**src/rtl/uart_rx_buffer_pkg.sv**
```systemverilog
// uart_rx_buffer_pkg: shared depth default and hub status-byte bit positions
package uart_rx_buffer_pkg;
  localparam int UART_RX_BUFFER_DEPTH_LOG2_DEFAULT = 4;
  localparam int UART_STAT_RX_FULL_BIT = 5;
  localparam int UART_STAT_RX_HALF_FULL_BIT = 4;
  localparam int UART_STAT_RX_DATA_PRESENT_BIT = 3;
  localparam int UART_STAT_TX_FULL_BIT = 2;
  localparam int UART_STAT_TX_HALF_FULL_BIT = 1;
  localparam int UART_STAT_TX_DATA_PRESENT_BIT = 0;
endpackage

```
**src/rtl/uart_rx_buffer_fifo_mem_dp.sv**
```systemverilog
// fifo_mem_dp: 2^N x 8 storage, synchronous write port, asynchronous read port
module fifo_mem_dp #(
  parameter int N = 4
) (
  input  logic         clk,
  input  logic         we,
  input  logic [N-1:0] waddr,
  input  logic [7:0]   wdata,
  input  logic [N-1:0] raddr,
  output logic [7:0]   rdata
);
  logic [7:0] mem [2**N];
  always_ff @(posedge clk)
    if (we) mem[waddr] <= wdata;
  assign rdata = mem[raddr];
endmodule

```
**src/rtl/uart_rx_buffer.sv**
```systemverilog
// uart_rx_buffer: FWFT byte FIFO from UART receiver to hub; sticky overflow flag built only with UART_RX_BUFFER_OVERFLOW_FLAG_EN
module uart_rx_buffer
  import uart_rx_buffer_pkg::*;
#(
  parameter int DEPTH_LOG2 = UART_RX_BUFFER_DEPTH_LOG2_DEFAULT
) (
  input  logic       clk,
  input  logic       reset,
  input  logic [7:0] din,
  input  logic       write,
  output logic [7:0] data_out,
  input  logic       read,
  output logic       full,
  output logic       half_full,
  output logic       data_present,
  output logic       overflow,
  input  logic       overflow_clear
);
  localparam logic [DEPTH_LOG2:0] FULL_CNT = {1'b1, {DEPTH_LOG2{1'b0}}};
  localparam logic [DEPTH_LOG2:0] HALF_CNT = {2'b01, {(DEPTH_LOG2-1){1'b0}}};
  logic [DEPTH_LOG2-1:0] wp, rp;
  logic [DEPTH_LOG2:0] count;
  logic wr_ok, rd_ok;
  assign full = count == FULL_CNT;
  assign half_full = count >= HALF_CNT;
  assign data_present = |count;
  assign rd_ok = read & data_present;
  assign wr_ok = write & (~full | read);
  always_ff @(posedge clk or posedge reset)
    if (reset) begin
      wp <= '0;
      rp <= '0;
      count <= '0;
    end else begin
      if (wr_ok) wp <= wp + DEPTH_LOG2'(1);
      if (rd_ok) rp <= rp + DEPTH_LOG2'(1);
      count <= count + (DEPTH_LOG2+1)'(wr_ok) - (DEPTH_LOG2+1)'(rd_ok);
    end
  fifo_mem_dp #(.N(DEPTH_LOG2)) u_mem (
    .clk(clk),
    .we(wr_ok),
    .waddr(wp),
    .wdata(din),
    .raddr(rp),
    .rdata(data_out)
  );
`ifdef UART_RX_BUFFER_OVERFLOW_FLAG_EN
  logic ovf;
  always_ff @(posedge clk or posedge reset)
    if (reset) ovf <= 1'b0;
    else if (write & ~wr_ok) ovf <= 1'b1;
    else if (overflow_clear) ovf <= 1'b0;
  assign overflow = ovf;
`else
  logic unused_clear;
  assign unused_clear = overflow_clear;
  assign overflow = 1'b0;
`endif
endmodule
```
**config.mk**
```make
export PLATFORM = sky130hd
export DESIGN_NAME = uart_rx_buffer
export DESIGN_NICKNAME = d
export VERILOG_FILES = /design/src/rtl/uart_rx_buffer_pkg.sv /design/src/rtl/uart_rx_buffer_fifo_mem_dp.sv /design/src/rtl/uart_rx_buffer.sv
export SDC_FILE = /design/constraint.sdc
export NUM_CORES = 1
export LEC_CHECK = 0
export BUFFER_PORTS_ARGS = -buffer_cell sky130_fd_sc_hd__buf_4
export CORE_ASPECT_RATIO = 1.1
export CORE_UTILIZATION = 30
export CTS_CLUSTER_SIZE = 30
export DETAILED_ROUTE_END_ITERATION = 12
export PLACE_DENSITY = 0.42
export SLEW_MARGIN = 20
export SYNTH_ARGS = -nofsm -noshare
export SYNTH_HDL_FRONTEND = slang
export SYNTH_HIERARCHICAL = 1
export SYNTH_SLANG_ARGS = --single-unit
```
**constraint.sdc**
```tcl
create_clock -name clk -period 3.4 [get_ports clk]
set_input_delay 0.17 -clock clk [delete_from_list [all_inputs] [get_ports clk]]
set_output_delay 0.17 -clock clk [all_outputs]
set_load 0.05 [all_outputs]
```
==> results_tabular.tex <==
\begin{tabular}{lr}
\hline
Metric & Value \\
\hline
\multicolumn{2}{l}{\textbf{Run status}} \\
Status & finished, final reports clean \\
\multicolumn{2}{l}{\textbf{STA}} \\
Tmin final & 2.84 ns \\
Unrepaired setup endpoints after global routing & no \\
Slew Limit Headroom & 0.479 \\
Max-slew violation count & 0 \\
Sum of negative setup slack & 0 ns \\
Hold Violations, Final & 0 \\
Final setup viols & 0 \\
Layout Skew & between 0.009 and 0.01 ns \\
Transition at the pin with the smallest max-transition slack & 0.780 ns \\
Highest Clock Rate & around 350 MHz \\
Final worst-path cycle share & 0.835 \\
\multicolumn{2}{l}{\textbf{Cells and area}} \\
Most frequent standard cell in the layout excluding fill and tap cells & sky130\_fd\_sc\_hd\_\_edfxtp\_1 \\
Net count, final & 360 \\
Area of all placed cells without fillers & 6930 um2 \\
Number of filler instances in the final layout & 1,720 \\
Area overhead of the layout relative to synthesis & 20.6\% \\
Commonest non-fill, non-tap cells in the layout & sky130\_fd\_sc\_hd\_\_edfxtp\_1 (128), sky130\_fd\_sc\_hd\_\_buf\_4 (43), sky130\_fd\_sc\_hd\_\_mux4\_2 (18) \\
Fraction of final layout cells sized beyond drive strength 1 & 0.281 \\
Antenna Cells & 0 \\
\multicolumn{2}{l}{\textbf{Logic synthesis}} \\
\#FFs+latches synth & 141 \\
Synth warn & 6 \\
Yosys top cell area share & 0.669 \\
Average cell area after synthesis & roughly 20 um2 \\
Sequential area share after synthesis & 0.726 \\
Fraction of registers with async set or reset after synthesis & 0.0922 \\
Prevailing post-synth register cell & sky130\_fd\_sc\_hd\_\_edfxtp\_1 \\
Number of enable flip-flop cells after synthesis & roughly 130 \\
Combined area of all synthesized cells & 5740 um2 \\
Post-synthesis cell type with the largest combined area & sky130\_fd\_sc\_hd\_\_edfxtp\_1 \\
Synthesized instance count & 284 \\
Ranking of synthesized cells by area & sky130\_fd\_sc\_hd\_\_edfxtp\_1 (67\%), sky130\_fd\_sc\_hd\_\_mux4\_2 (7.1\%), sky130\_fd\_sc\_hd\_\_mux4\_1 (6.4\%) \\
Synth unique cells & 39 \\
Synthesized netlist net count & roughly 310 \\
\multicolumn{2}{l}{\textbf{Floorplan}} \\
Top-level I/O count & 25 \\
Core outline area & 18,500 um2 \\
Standard-cell rows & 52 \\
Initial Utilization & 0.310 \\
Die height & 147 um \\
Die X & 134 um \\
Area enclosed by the die boundary & between 15,000 and 20,000 um2 \\
\multicolumn{2}{l}{\textbf{Setup path}} \\
Crit Path Category & flip-flop to flip-flop \\
CP Data Required Time & roughly 3.7 ns \\
Type of element capturing the critical path & flip-flop \\
Critical path, cell by cell & inv\_1, ha\_1, or4b\_4, nand2\_4, inv\_1, ha\_1, inv\_1, ha\_1, fa\_1, a21oi\_1, o21bai\_1, xnor2\_1 \\
Worst Setup Start Kind & flip-flop \\
FF-to-FF Start & count[2] \\
Startpoint of the worst setup timing path & count[2] \\
Crit path DAT & roughly 3.1 ns \\
R2R Setup Slk & $\sim$0.56 ns \\
End of the worst register-to-register path & count[4] \\
Worst r2r path cells & 12 \\
Largest incremental delay on the critical path & around 0.53 ns \\
Library cell contributing the largest single delay on the critical path & sky130\_fd\_sc\_hd\_\_or4b\_4 \\
End of the critical path & count[4] \\
Highest net fanout along the worst path & 4 \\
\multicolumn{2}{l}{\textbf{Global route}} \\
Grt met1 use & 0.168 \\
All-layer global routing usage & 0.135 \\
Overflow left after global routing & 0 \\
Global-route wire length before repair & roughly 18,000 um \\
Via count of the first global-routing pass & 2,957 \\
Pin count of the biggest net entering global routing & 33 \\
Met2 demand-to-capacity share in global routing & 0.221 \\
Busiest layer in global routing & met2 \\
GR Layer Usage met3 & 0.0331 \\
Initial antenna violation count & 0 \\
\multicolumn{2}{l}{\textbf{Detailed routing}} \\
Detailed Route WL & approximately 12,000 um \\
DRC violation total after the first TritonRoute iteration & about 140 \\
Routed length per instance & 20.2 um \\
Pre-Repair DR Iteration Count & 4 \\
Post-route DRC & 0 \\
DR vias & $\sim$2,700 \\
Via density per instance & between 4 and 5 \\
Count of nets left with antenna violations after detail routing & 0 \\
\multicolumn{2}{l}{\textbf{Placement}} \\
Placed cell areas & 6280 um2 \\
Hpwl dp & 7860 um \\
Number of input and output port buffers inserted & 22 \\
Global placer's final weighted congestion & 0.721 \\
\multicolumn{2}{l}{\textbf{Clocking}} \\
TritonCTS clock tree & yes \\
PostCTS Resize Cnt & 0 \\
Cell chosen for the clock root & sky130\_fd\_sc\_hd\_\_clkbuf\_16 \\
Clock slew at reported path FFs & 0.06 ns \\
Maximum count of clock buffers along a single path & 2 \\
H-tree depth & 4 \\
Source-to-sink clock delay at the later pin of the worst-skew pair & 0.42 ns \\
TritonCTS sink count & 141 \\
Number of buffers created by CTS & 17 \\
\multicolumn{2}{l}{\textbf{Power}} \\
Reported leakage power & around 2.4 nW \\
Cell Pwr Density & 929 nW/um2 \\
Worst IR drop on VDD & 0.542 mV \\
\multicolumn{2}{l}{\textbf{Hold path}} \\
Hold path start & din[1] \\
Type of the worst min-delay path & input pin to flip-flop \\
\multicolumn{2}{l}{\textbf{Job}} \\
Number of maximum-capacitance constraint violations & 0 \\
\hline
\end{tabular}
[Yosys cell counts, types with 3 or more instances]
| master | number |
|---|---|
| sky130_fd_sc_hd__inv_1 | 11 |
| sky130_fd_sc_hd__clkdlybuf4s25_2 | 3 |
| sky130_fd_sc_hd__edfxtp_1 | 128 |
| sky130_fd_sc_hd__ha_1 | 10 |
| sky130_fd_sc_hd__a22oi_1 | 16 |
| sky130_fd_sc_hd__buf_6 | 3 |
| sky130_fd_sc_hd__mux4_2 | 18 |
| sky130_fd_sc_hd__xnor2_1 | 7 |
| sky130_fd_sc_hd__nand3_1 | 3 |
| sky130_fd_sc_hd__dfrtp_1 | 13 |
| sky130_fd_sc_hd__mux4_1 | 14 |
| sky130_fd_sc_hd__buf_2 | 3 |
| sky130_fd_sc_hd__nor2_1 | 13 |
| sky130_fd_sc_hd__nand2_1 | 9 |
| sky130_fd_sc_hd__nor3_1 | 4 |
[worst min-delay path by stage]
stage / to / slack [ns] / cells past startpoint
6_report: u_mem/mem[0][1] / 0.06 / 1
5_1_grt: rp[0] / 0.05 / 3
4_1_cts: rp[0] / 0.05 / 3
3_5_place_dp: wp[1] / 0.26 / 2
3_3_place_gp: wp[1] / 0.25 / 2
2_1_floorplan: count[0] / 0.05 / 1
[layout make-up]
type	count	area, um2	area share
inverters	11	41.3	0.00596
multi-input cells	121	1440	0.208
repair buffers	44	333	0.0480
flip-flops and latches	141	4170	0.602
clock buffers	17	425	0.0614
clock inverters	15	216	0.0312
well taps	243	304	0.0439
[metrics by stage]
step                      power (mW)  cells  utilization  hold WS, ns  setup slack [ns]
final                           6.44    592        0.374       0.0635             0.562
after global routing            6.79    592        0.374       0.0512             0.389
after CTS                       6.56    592        0.374       0.0484             0.539
after detailed placement        4.54    559        0.339        0.260             0.558
after global placement          4.52    559        0.339        0.254             0.562
after floorplan                 3.88    284            -       0.0470             0.611
[repair_timing]
action	in CTS	in global routing
hold buffers	1	0
endpoints found under the setup margin	0	0
hold endpoints to repair	13	0
buffers inserted	0	0
[routing by layer]
| layer | wire, um | vias to the layer above |
|---|---|---|
| li1 | - | 1265 |
| met1 | 5290 | 1415 |
| met2 | 6110 | 42 |
| met3 | 327 | 14 |
| met4 | 215 | 0 |
| met5 | 0 | - |
[where the power goes]
group          leakage, nW  switching [mW]  internal (mW)
Sequential            1.31           0.188           2.15
Combinational        0.813            1.25          0.858
Clock                0.305           0.700           1.30
[worst max-delay path, delay by kind of cell (launching register included)]
family	cells	cell delay [ns]
adder cells (fa/ha/maj)	4	1.12
AO/OA/AOI/OAI	2	0.27
buffers and inverters	3	0.19
XOR/XNOR	1	0.12
AND/OR/NAND/NOR	2	0.64
flip-flops	1	0.38
[kinds of logic after synthesis]
group                    Yosys count  synth area share
AO/OA/AOI/OAI                     24            0.0298
XOR/XNOR                           9            0.0137
adder cells (fa/ha/maj)           11            0.0253
buffers and inverters             22            0.0235
flip-flops                       141             0.726
multiplexers                      34             0.139
other                              1          0.000653
AND/OR/NAND/NOR                   42            0.0420
[sequential cells by signal, summed over array words and instances (netlist names)]
name	flops
u_mem/mem	128
count	5
wp	4
rp	4
(Power assumes the default switching activity.)
